**src/rtl/watch_calendar.sv**
```systemverilog
// rtl/watch_calendar.sv - tick-prescaled Gregorian calendar counter with validated time-set
// Optional alarm compare (alarm_hms/alarm_hit) is built only when WATCH_ALARM_EN is defined.
module watch_calendar #(
   parameter int YEAR_W        = 12,
   parameter int YEAR_MIN      = 1,
   parameter int TICKS_PER_SEC = 1
) (
   input  logic              clk,
   input  logic              rst,
   input  logic              tick,
   input  logic              set_valid,
   input  logic [YEAR_W+25:0] set_time,
   output logic              set_ack,
   output logic              set_err,
   output logic [YEAR_W-1:0] year,
   output logic [3:0]        month,
   output logic [4:0]        day,
   output logic [4:0]        hour,
   output logic [5:0]        minute,
   output logic [5:0]        second,
   output logic              leap,
   output logic              sec_pulse,
   output logic              day_pulse
`ifdef WATCH_ALARM_EN
   ,
   input  logic [16:0]       alarm_hms,
   output logic              alarm_hit
`endif
);

   localparam int PW = (TICKS_PER_SEC > 1) ? $clog2(TICKS_PER_SEC) : 1;
   localparam logic [PW-1:0]     PRESC_LAST = PW'(TICKS_PER_SEC - 1);
   localparam logic [YEAR_W-1:0] YMIN       = YEAR_W'(YEAR_MIN);
   localparam logic [YEAR_W-1:0] YMAX       = '1;

   function automatic logic is_leap(input logic [YEAR_W-1:0] y);
      logic [31:0] v;
      v = 32'(y);
      return ((v % 32'd4 == 32'd0) && (v % 32'd100 != 32'd0)) || (v % 32'd400 == 32'd0);
   endfunction

   // Out-of-range months fall into the 31-day default.
   function automatic logic [4:0] max_day(input logic [3:0] m, input logic lp);
      case (m)
         4'd4, 4'd6, 4'd9, 4'd11: return 5'd30;
         4'd2:                    return lp ? 5'd29 : 5'd28;
         default:                 return 5'd31;
      endcase
   endfunction

   logic [YEAR_W-1:0] year_q, year_d;
   logic [3:0]        month_q, month_d;
   logic [4:0]        day_q, day_d, hour_q, hour_d;
   logic [5:0]        min_q, min_d, sec_q, sec_d;
   logic [PW-1:0]     presc_q, presc_d;
   logic              sec_pulse_q, sec_pulse_d, day_pulse_q, day_pulse_d;
   logic              ack_q, ack_d, err_q, err_d;

   logic [YEAR_W-1:0] s_year;
   logic [3:0]        s_month;
   logic [4:0]        s_day, s_hour;
   logic [5:0]        s_min, s_sec;
   logic              set_ok, adv;

   assign s_year  = set_time[YEAR_W+25:26];
   assign s_month = set_time[25:22];
   assign s_day   = set_time[21:17];
   assign s_hour  = set_time[16:12];
   assign s_min   = set_time[11:6];
   assign s_sec   = set_time[5:0];

   assign set_ok = (s_month >= 4'd1) && (s_month <= 4'd12) && (s_day != 5'd0)
                && (s_day <= max_day(s_month, is_leap(s_year)))
                && (s_hour <= 5'd23) && (s_min <= 6'd59) && (s_sec <= 6'd59)
                && (s_year >= YMIN);

   // A set request in the same cycle swallows the advance.
   assign adv = !set_valid && tick && (presc_q == PRESC_LAST);

   always_comb begin
      year_d      = year_q;
      month_d     = month_q;
      day_d       = day_q;
      hour_d      = hour_q;
      min_d       = min_q;
      sec_d       = sec_q;
      presc_d     = presc_q;
      sec_pulse_d = 1'b0;
      day_pulse_d = 1'b0;
      ack_d       = 1'b0;
      err_d       = 1'b0;
      if (set_valid) begin
         if (set_ok) begin
            year_d  = s_year;
            month_d = s_month;
            day_d   = s_day;
            hour_d  = s_hour;
            min_d   = s_min;
            sec_d   = s_sec;
            presc_d = '0;
            ack_d   = 1'b1;
         end else begin
            err_d = 1'b1;
         end
      end else if (tick && !adv) begin
         presc_d = presc_q + 1'b1;
      end else if (adv) begin
         presc_d     = '0;
         sec_pulse_d = 1'b1;
         if (sec_q != 6'd59) sec_d = sec_q + 6'd1;
         else begin
            sec_d = 6'd0;
            if (min_q != 6'd59) min_d = min_q + 6'd1;
            else begin
               min_d = 6'd0;
               if (hour_q != 5'd23) hour_d = hour_q + 5'd1;
               else begin
                  hour_d      = 5'd0;
                  day_pulse_d = 1'b1;
                  if (day_q != max_day(month_q, leap)) day_d = day_q + 5'd1;
                  else begin
                     day_d = 5'd1;
                     if (month_q != 4'd12) month_d = month_q + 4'd1;
                     else begin
                        month_d = 4'd1;
                        year_d  = (year_q == YMAX) ? YMIN : year_q + 1'b1;
                     end
                  end
               end
            end
         end
      end
   end

   always_ff @(posedge clk or negedge rst) begin
      if (!rst) begin
         year_q      <= YMIN;
         month_q     <= 4'd1;
         day_q       <= 5'd1;
         hour_q      <= '0;
         min_q       <= '0;
         sec_q       <= '0;
         presc_q     <= '0;
         sec_pulse_q <= 1'b0;
         day_pulse_q <= 1'b0;
         ack_q       <= 1'b0;
         err_q       <= 1'b0;
      end else begin
         year_q      <= year_d;
         month_q     <= month_d;
         day_q       <= day_d;
         hour_q      <= hour_d;
         min_q       <= min_d;
         sec_q       <= sec_d;
         presc_q     <= presc_d;
         sec_pulse_q <= sec_pulse_d;
         day_pulse_q <= day_pulse_d;
         ack_q       <= ack_d;
         err_q       <= err_d;
      end
   end

`ifdef WATCH_ALARM_EN
   logic alarm_q;

   // Compared against the post-advance time so the hit lines up with the new display value.
   always_ff @(posedge clk or negedge rst) begin
      if (!rst) alarm_q <= 1'b0;
      else      alarm_q <= adv && ({hour_d, min_d, sec_d} == alarm_hms);
   end

   assign alarm_hit = alarm_q;
`else
   // No alarm: the next-state time feeds only the calendar registers.
`endif

   assign year      = year_q;
   assign month     = month_q;
   assign day       = day_q;
   assign hour      = hour_q;
   assign minute    = min_q;
   assign second    = sec_q;
   assign leap      = is_leap(year_q);
   assign sec_pulse = sec_pulse_q;
   assign day_pulse = day_pulse_q;
   assign set_ack   = ack_q;
   assign set_err   = err_q;

endmodule

```
**config.mk**
```make
export PLATFORM = sky130hd
export DESIGN_NAME = watch_calendar
export DESIGN_NICKNAME = d
export VERILOG_FILES = /design/src/rtl/watch_calendar.sv
export SDC_FILE = /design/constraint.sdc
export NUM_CORES = 1
export LEC_CHECK = 0
export CAP_MARGIN = 10
export CORE_MARGIN = 1
export CORE_UTILIZATION = 53
export DETAILED_ROUTE_END_ITERATION = 12
export HOLD_SLACK_MARGIN = 0.02
export PLACE_DENSITY = 0.87
export SLEW_MARGIN = 25
export SYNTH_ARGS = -nofsm -noshare
export SYNTH_HDL_FRONTEND = slang
export SYNTH_SLANG_ARGS = --single-unit
```
**constraint.sdc**
```tcl
create_clock -name clk -period 7.74 [get_ports clk]
set_clock_uncertainty 0.2 [all_clocks]
set_input_delay 1.548 -clock clk [delete_from_list [all_inputs] [get_ports clk]]
set_output_delay 1.548 -clock clk [all_outputs]
set_load 0.05 [all_outputs]
```
==> metrics <==
Synth top area share=19.90%; Internal Pwr Total=901.8 uW; Max VDD drop=235.3 uV; Crit. End Element=flop; worst hold slack=0.3332 ns; Clock Sinks=43; period utilisation layout=98.14%; largest net degree at the start of global routing=52; most common cell after layout, fill and taps aside=buf_4; Mapped Cells=673; startpoint types=input port; Design Power=1883 uW; worst r2r path cells=19; DP HPWL=12810 um; Least-Margin Pin Slew=1.216 ns; layout cell share with drive strength beyond 1=23.49%; # rows=35; Critical Path Stages=33; Net Sw Power=981.1 uW; post-detailed-routing wire length=18720 um; clk root buf=clkbuf_8; synth unique cells=93; cts bufs inserted=5; CTS H-tree depth=2; Wirelength per Cell=20.35 um; Mapped Nets=729; Post-synth EDFFs=0; Sequential Power Share=19.0%; delay-heaviest family, CP=compound AO/OA/AOI/OAI gates; YS warnings=0; Crit Path Max Fanout=15; Setup TNS=0 ns; height of the die=99.42 um; vias in the first global route=5932; # DRC=0; total leakage power=0.002789 uW; minimum clock period=7.596 ns; DP Area=0.006533 mm^2; first-pass GRT wire length=28080 um; placeable core region=0.009196 mm^2; starting density of the core=54.69%; relative slew slack=18.96%; maxcap violations=0; largest cells by area after synthesis=dfrtp_1 20%, o21ai_0 5.3%, nand2_1 4.0%; Final nets=864; initial antenna violation count=0; most frequent cells in the layout=82 x buf_4, 75 x clkdlybuf4s50_1, 52 x nand2_1; WP data arrival=7.62 ns; post-cts hold buffer count=0; Yosys top cell by area=dfrtp_1; worst path required time=7.76 ns; Switching Fraction=52.11%; Reg clk slew, reported paths=0.10 ns; initial DRC count=695; IO Count=85; CTS max path bufs=2; most frequent CP cell=buf_6; worst path bufs/invs=8; Synth Flop Type=dfrtp_1; Routed Antenna Nets=0; fmax=131.6 MHz; FFs w/ async S/R, synth=100.0%; Power Dens Cells=266.7 mW/mm^2; highest-delay cell along the critical path=o32a_1; RSZ-0062 raised after global routing=true; mean post-synth cell area=7.474 um^2; status=finished clean; path type of the worst setup path=input port to flop; clock tree from TritonCTS=yes; Final Wtd Congestion=0.9168; final setup vio count=0; 1st-pass router iterations=5; post-route cell area=0.007061 mm^2; die area=0.009883 mm^2; vias=6550; cell count of the worst hold path=1; clk_lat worst skew=0.32 ns; Vias per Instance=7.120; Clock Power Share=10.1%; synthesized cell area=0.005030 mm^2; IO buf count=84; # diodes=0; Min-Delay Path Class=flop to flop; slowest stage delay, CP=0.38 ns; Total GRT Usage=34.83%; gr ovfl total=0; area grow syn2layout=40.37%; Synth Register Bits=43; register area share after synthesis=21.47%; Die W=99.42 um; Comb pwr share=70.9%; Final Max Tran Viols=0; Fin. Hold Viols=0
-- stage by stage --
| step | utilization, % | setup slack (ns) | instances |
|---|---|---|---|
| 2_1_floorplan | - | -0.3935 | 673 |
| 3_3_place_gp | 71.03 | -0.3480 | 895 |
| 3_5_place_dp | 71.03 | -0.6557 | 895 |
| 4_1_cts | 73.51 | 0.01573 | 911 |
| 5_1_grt | 76.78 | -0.1977 | 920 |
| 6_report | 76.78 | 0.1438 | 920 |
-- repair_timing --
item / in CTS / in global routing
setup endpoints to repair: 34 / 36
buffers inserted: 8 / 7
cloned: 0 / 2
resized for setup: 14 / 57
pin swaps: 18 / 30
-- cells in the mapped netlist, types with 14 or more instances --
cell type and count:
nand2_1 53, o21ai_0 53, nor2_1 46, dfrtp_1 40, a21oi_1 39, nand3_1 34, nor3_1 32, clkbuf_1 27
inv_1 25, a31oi_1 22, and3_1 16, ha_1 14
-- final timing paths --
path,from,end,slack (ns)
max,set_time[35],year[5]$_DFFE_PN0P_,0.14
min,presc_q$_DFFE_PN0P_,sec_pulse$_DFF_PN0_,0.33
max reg2reg,year[9]$_DFFE_PN0P_,year[1]$_DFFE_PN0P_,0.96
min reg2reg,presc_q$_DFFE_PN0P_,sec_pulse$_DFF_PN0_,0.33
max in group asynchronous,rst,year[10]$_DFFE_PN0P_,5.90
min in group asynchronous,rst,month[3]$_DFFE_PN0P_,1.02
-- power by group through the flow --
stage / registers (uW) / clock network (uW) / logic (uW)
after CTS: 350 / 189 / 1250
after global routing: 363 / 199 / 1430
after global placement: 351 / 0 / 1190
after detailed placement: 353 / 0 / 1230
final: 357 / 191 / 1340
after floorplan: 488 / 0 / 763
-- registers in the layout, indices dropped and copies added, names as in the netlist --
signal / count
second: 6
month: 4
sec_pulse: 1
set_err: 1
day_pulse: 1
day: 5
presc_q: 1
minute: 6
set_ack: 1
hour: 5
year: 12
-- kinds of logic (layout without fill, tap and decap cells) --
group	after synthesis	in the layout	synth area share (%)
muxes	8	8	1.642
xor gates and xnor gates	19	19	3.682
AOI/OAI and AO/OA	246	247	34.63
adders and majority gates	17	17	4.080
and+or+nand+nor	267	267	28.21
DFF	43	43	21.47
buffers and inverters	73	208	6.293
-- layer usage --
metal / vias up / wire length [um] / GRT usage [%]
met3: 93 / 1569 / 4.919
met2: 465 / 9235 / 60.90
met1: 3112 / 7170 / 43.78
li1: 2880 / - / -
met4: 0 / 744 / 12.56
met5: - / 0 / 0
-- final cells by class --
type                            instances  area [um^2]
Inverter                               27        101.3
Fill cell                             590         2136
Multi-Input combinational cell        558         4096
Tap cell                              111        138.9
Clock buffer                            5        68.82
Clock inverter                          3        47.55
Timing Repair Buffer                  173         1526
Sequential cell                        43         1081
(Power assumes the default switching activity.)
